--- config.mk ---
export PLATFORM = sky130hd
export DESIGN_NAME = module_pipelined_cla_adder
export DESIGN_NICKNAME = d
export VERILOG_FILES = /design/src/rtl/module_pipelined_cla_adder.sv
export SDC_FILE = /design/constraint.sdc
export NUM_CORES = 1
export LEC_CHECK = 0
export BUFFER_PORTS_ARGS = -buffer_cell sky130_fd_sc_hd__buf_2
export CAP_MARGIN = 20
export CELL_PAD_IN_SITES_DETAIL_PLACEMENT = 0
export CELL_PAD_IN_SITES_GLOBAL_PLACEMENT = 1
export CORE_MARGIN = 5
export CORE_UTILIZATION = 40
export DETAILED_ROUTE_END_ITERATION = 16
export GPL_TIMING_DRIVEN = 0
export PLACE_DENSITY_LB_ADDON = 0.15
export SYNTH_ARGS = -nofsm -noshare
export SYNTH_HDL_FRONTEND = slang
export SYNTH_SLANG_ARGS = --single-unit
--- constraint.sdc ---
create_clock -name clk_i -period 11 [get_ports clk_i]
set_input_delay 1.65 -clock clk_i [delete_from_list [all_inputs] [get_ports clk_i]]
set_output_delay 1.65 -clock clk_i [all_outputs]
set_load 0.03 [all_outputs]
--- src/rtl/module_pipelined_cla_adder.sv ---
// Pipelined, segmented carry look-ahead adder/subtractor.
// One SEG_W-bit CLA per stage; the inter-segment carry is registered.
module module_pipelined_cla_adder #(
  parameter int CLA_WIDTH  = 32,
  parameter int NUM_STAGES = 4
) (
  input  logic                 clk_i,
  input  logic                 rst_i,
  input  logic                 valid_i,
  output logic                 ready_o,
  input  logic [CLA_WIDTH-1:0] a_i,
  input  logic [CLA_WIDTH-1:0] b_i,
  input  logic                 carry_i,
  input  logic                 sub_i,
  output logic                 valid_o,
  input  logic                 ready_i,
  output logic [CLA_WIDTH-1:0] sum_o,
  output logic                 carry_o,
  output logic                 overflow_o
);

  localparam int W     = CLA_WIDTH;
  localparam int SEG_W = CLA_WIDTH / NUM_STAGES;

  logic         stall;
  logic [W-1:0] b_eff;

  logic [W-1:0] a_s   [NUM_STAGES];
  logic [W-1:0] b_s   [NUM_STAGES];
  logic [W-1:0] sum_s [NUM_STAGES];
  logic         c_s   [NUM_STAGES];
  logic         sub_s [NUM_STAGES];
  logic         sa_s  [NUM_STAGES];
  logic         sb_s  [NUM_STAGES];
  logic         v_s   [NUM_STAGES];

  assign stall   = valid_o & ~ready_i;
  assign ready_o = ~stall;

  assign b_eff    = sub_i ? ~b_i : b_i;
  assign a_s[0]   = a_i;
  assign b_s[0]   = b_eff;
  assign sum_s[0] = '0;
  assign c_s[0]   = sub_i ^ carry_i;
  assign sub_s[0] = sub_i;
  assign sa_s[0]  = a_i[W-1];
  assign sb_s[0]  = b_eff[W-1];
  assign v_s[0]   = valid_i;

  for (genvar k = 0; k < NUM_STAGES; k++) begin : g_stage
    logic [SEG_W-1:0] x;
    logic [SEG_W-1:0] y;
    logic [SEG_W-1:0] g;
    logic [SEG_W-1:0] p;
    logic [SEG_W-1:0] s;
    logic [SEG_W:0]   c;
    logic [W-1:0]     sum_n;
    logic             acc;
    logic             pp;

    assign x = a_s[k][SEG_W-1:0];
    assign y = b_s[k][SEG_W-1:0];
    assign g = x & y;
    assign p = x ^ y;

    // Each carry is a flat generate/propagate product of the segment carry-in.
    always_comb begin
      acc  = 1'b0;
      pp   = 1'b0;
      c    = '0;
      c[0] = c_s[k];
      for (int i = 0; i < SEG_W; i++) begin
        acc = g[i];
        pp  = p[i];
        for (int j = i - 1; j >= 0; j--) begin
          acc = acc | (pp & g[j]);
          pp  = pp & p[j];
        end
        c[i+1] = acc | (pp & c_s[k]);
      end
    end

    assign s     = p ^ c[SEG_W-1:0];
    assign sum_n = sum_s[k] | (W'(s) << (k * SEG_W));

    if (k < NUM_STAGES - 1) begin : g_mid
      logic [W-1:0] a_r;
      logic [W-1:0] b_r;
      logic [W-1:0] sum_r;
      logic         c_r;
      logic         sub_r;
      logic         sa_r;
      logic         sb_r;
      logic         v_r;

      always_ff @(posedge clk_i or posedge rst_i) begin
        if (rst_i) begin
          a_r   <= '0;
          b_r   <= '0;
          sum_r <= '0;
          c_r   <= 1'b0;
          sub_r <= 1'b0;
          sa_r  <= 1'b0;
          sb_r  <= 1'b0;
          v_r   <= 1'b0;
        end else if (!stall) begin
          a_r   <= a_s[k] >> SEG_W;
          b_r   <= b_s[k] >> SEG_W;
          sum_r <= sum_n;
          c_r   <= c[SEG_W];
          sub_r <= sub_s[k];
          sa_r  <= sa_s[k];
          sb_r  <= sb_s[k];
          v_r   <= v_s[k];
        end
      end

      assign a_s[k+1]   = a_r;
      assign b_s[k+1]   = b_r;
      assign sum_s[k+1] = sum_r;
      assign c_s[k+1]   = c_r;
      assign sub_s[k+1] = sub_r;
      assign sa_s[k+1]  = sa_r;
      assign sb_s[k+1]  = sb_r;
      assign v_s[k+1]   = v_r;
    end else begin : g_last
      logic [W-1:0] sum_r;
      logic         cout_r;
      logic         ov_r;
      logic         v_r;
      logic         unused_hi;

      // Only the lowest segment of the last stage operands is consumed.
      assign unused_hi = ^{a_s[k], b_s[k]};

      always_ff @(posedge clk_i or posedge rst_i) begin
        if (rst_i) begin
          sum_r  <= '0;
          cout_r <= 1'b0;
          ov_r   <= 1'b0;
          v_r    <= 1'b0;
        end else if (!stall) begin
          sum_r  <= sum_n;
          cout_r <= c[SEG_W] ^ sub_s[k];
          ov_r   <= (sa_s[k] == sb_s[k]) && (s[SEG_W-1] != sa_s[k]);
          v_r    <= v_s[k];
        end
      end

      assign sum_o      = sum_r;
      assign carry_o    = cout_r;
      assign overflow_o = ov_r;
      assign valid_o    = v_r;
    end
  end

endmodule

Word level (Yosys, flattened, before mapping). Cells that the tools add are included.

Register bits: 218. Bits of input ports: 70.

Multiplexer cells: 1. Bitwise logic cells: 421. Reduce and logical (&&, ||, !) cells: 1. Equal/unequal tests: 2.

Operators with widths (number): $and 1x1->1 (257); $or 1x1->1 (144); $xor 8x8->8 (8); $and 8x8->8 (4); $mux 32 (1); $not 32->32 (1); $or 32x24->32 (1); $or 32x32->32 (1); $or 8x16->16 (1); $not 1->1 (2); $xor 1x1->1 (2); $eq 1x1->1 (1); $logic_and 1x1->1 (1); $ne 1x1->1 (1).

Longest topological paths before layout.
Depth after elaboration: 12. Depth in mapped cells: 10. Mapped depth without buffers: 8.

Least setup slack after synthesis. OpenSTA, ideal clock, no wires.

Path kind: input to output. From: input ready_i. To: output ready_o. Data arrival time: 2.709 ns. Slack: 6.641 ns. Stages: 5. Data required time: 9.350 ns. Buffers on the path: 3. Cell sequence: nor2b_1 clkbuf_1 clkinv_1 buf_2 buf_1.

Cells in the longest elaborated chain, start to end: 3.

RTL lines: from (decl) (RTL line 16) `input logic ready_i,`; $not 1->1 (RTL line 37) `assign stall = valid_o & ~ready_i;`; $and 1x1->1 (RTL line 37); $not 1->1 (RTL line 38) `assign ready_o = ~stall;`; to (decl) (RTL line 10) `output logic ready_o,`.

No other way between the ends.

Worst setup path in the final report. Ends and elaborated chain as after synthesis.

==> results.toml <==
[clocking]
clock_path_buffers = 2
cts_hold_buf = 0
cts_repair_resize_count = 0
clk_latency_ps = 430
numCtsBuffers = 17
clock_sinks = 188
clk_pin_slew_ps = 70
cts_max_level = 4
cts_tree = "built"
post-cts-setup-buffers = 0
cts_root_buf = "clkbuf_16"

[sta]
setup_violations = 0
slew_violations = 0
max_slew_margin = 0.4767
fin_tns_setup_ps = 0
setup_ws_ps = 5810
period_share = 0.4718
worstMarginPinSlew_ps = 778.3
finalHoldViolCount = 0
rsz0062_at_grt = "false"
period_needed_ps = 5190
skew_ps = 7.781
timing.fmax_mhz = 192.7

[hold_path]
min_delay_path_depth = 2
hold_class = "reg -> reg"

[setup_path]
required_ps = 9350
critPathTopFamily = "buffers and inverters"
slowest_delay_ps = 450
timing.critical_path.buf_inv = 6
startpoint = "ready_i"
cp-start-kind = "input pin"
worstPathMaxFanout = 10
crit_path_frequent_cell = "buf_2"
cp_cell_sequence = "buf_2 -> nor2b_1 -> clkbuf_1 -> clkinv_1 -> buf_2 -> buf_1 -> buf_2"
timing.rr.end = "carry_o"
path_depth = 7
r2r-start = "g_stage[2].g_mid.a_r[0]"
worst_setup_path_end_kind = "output port"
critPathArrivalTime_ps = 3540
path_class = "in -> out"
worst_path_max_delay_cell = "clkbuf_1"
reg2reg_slack_ps = 8680
endpoint = "ready_o"
reg2reg_depth = 7

[synth]
avgSynthCellArea_um2 = 9.131
synthArstFlopShare = 1.000
synth_edf_count = 0
synth-seq-cells = 188
yosysWarnings = 0
netlist_instances = 913
synthesis.nets = 1019
synth_flop_cell = "dfrtp_1"
synth_area_mm2 = 0.008337
synth_cell_types = 35
yosysSeqAreaShare = 0.5643

[die]
fp.coreArea_mm2 = 0.02036
rows = 52
die_h_um = 154.4
chipWidth_um = 154.4
die_area_mm2 = 0.02383
ios = 106
start_util = 0.4094

[route]
vias = 6057
drt_pass1_iterations = 4
drc = 0
wl_met1_um = 10110
wl_met3_um = 746
wl_per_cell_um = 14.73
viasPerCell = 4.592
drtAntennaViolNets = 0
dr_wl_met2_um = 8340
drt_iter0_drc = 308
drt_wl_total_um = 19430
route.top_layer_used = "met4"

[placement]
dp_slack_ps = 5827
io_buffers = 104
post_dp_cell_area_mm2 = 0.009230
gp_congestion = 0.8016
post-dp-hpwl_um = 14280

[cells_and_area]
syn_to_final_growth_pct = 17.69
drive_gt1_frac = 0.1363
layout_common_cells = "nand2_1 (433), dfrtp_1 (188), buf_2 (107)"
antenna_cells = 0
nNetsFinal = 1143
postLayoutCellArea_mm2 = 0.009812
layout_commonest_cell = "nand2_1"

[global_route]
grt_pass1_vias = 5947
track_usage = 0.1697
grt_first_pass_wirelength_um = 32040
grt_overflow = 0
grt_max_degree = 129
antenna_found_initial = 0

[power_and_ir_drop]
p_leak_uw = 0.004977
peakVddDrop_uv = 141.1
p_per_area_mw_per_mm2 = 297.2
power_uw = 2916

[run]
maxCapViolations = 0

[outcome]
outcome = "finished, final reports clean"
## cell usage after synthesis (2+ instances only)
cell,instances,area (um2)
a211oi_1,6,45.04
a21o_1,6,45.04
a21oi_1,25,125.1
buf_1,2,7.510
buf_2,3,15.01
clkbuf_1,39,146.4
dfrtp_1,188,4705
fa_1,4,80.08
ha_1,32,400.4
inv_1,8,30.03
nand2_1,433,1625
nand2b_1,5,31.28
nor2_1,29,108.9
nor2b_1,2,12.51
nor3_1,4,20.02
o21a_1,6,45.04
o21ai_0,43,215.2
o31ai_1,7,52.55
xnor2_1,37,324.1
xor2_1,19,166.4
## where the power goes
group | leakage, uW | switching [uW] | total, uW | internal, uW
combinational | 0.00244 | 707 | 1120 | 416
clock | 0.000272 | 266 | 608 | 342
sequential | 0.00227 | 182 | 1180 | 1000
total | 0.00498 | 1160 | 2920 | 1760
## per-stage QoR
| step | cells | util | hold WS, ps |
|---|---|---|---|
| 6_report | 1319 | 0.4818 | 459.2 |
| 5_1_grt | 1319 | 0.4818 | 478.9 |
| 4_1_cts | 1319 | 0.4818 | 467.4 |
| 3_5_place_dp | 1288 | 0.4532 | 451.1 |
| 3_3_place_gp | 1287 | 0.4515 | 444.9 |
| 2_1_floorplan | 913 | - | 430.0 |
## cell type report
type	count	area, um2
plain buffers	45	180.2
clock buffers	19	442.9
clock inverters	12	138.9
fillers	2077	10550
inverters	9	41.29
multi-input cells	671	3418
flip-flops and latches	188	4705
well taps	270	337.8
repair buffers	105	548.0
## worst reg2reg max path, cell delays in order (launching register included)
cell and delay (ps):
dfrtp_1 420, ha_1 310, a211oi_1 90, o21a_1 210, o31ai_1 670, a21oi_1 220
xor2_1 180, o21ai_0 140
## flip-flops by register name, indices dropped and copies added, names as in the netlist
signal / cells
overflow_o: 1
carry_o: 1
g_stage.g_mid.c_r: 3
g_stage.g_mid.v_r: 3
g_stage.g_mid.sb_r: 3
valid_o: 1
sum_o: 32
g_stage.g_mid.sub_r: 3
g_stage.g_mid.sum_r: 48
g_stage.g_mid.b_r: 45
g_stage.g_mid.sa_r: 3
g_stage.g_mid.a_r: 45
## per-layer routing
metal	up-vias	track usage
met1	2802	0.2586
met2	94	0.2471
met3	15	0.03465
met5	-	0
met4	0	0.04458
li1	3146	-
## logic make-up (layout without fill, tap and decap cells)
logic type	Yosys count	in the layout	share of synthesized area
simple gates	476	476	0.2188
flops	188	188	0.5643
compound gates	102	102	0.07279
xor+xnor	57	57	0.06078
buf+inv	54	190	0.02566
fa+ha+maj	36	36	0.05763
## worst min-delay path by stage
stage	start	to
after detailed placement	sum_o[14]	sum_o[14]
final	sum_o[21]	sum_o[21]
after floorplan	g_stage[2].g_mid.v_r	g_stage[2].g_mid.v_r
after CTS	sum_o[14]	sum_o[14]
after global routing	g_stage[2].g_mid.sum_r[8]	g_stage[2].g_mid.sum_r[8]
after global placement	sum_o[3]	sum_o[3]
Note: power is estimated with default switching activity, not from simulation.
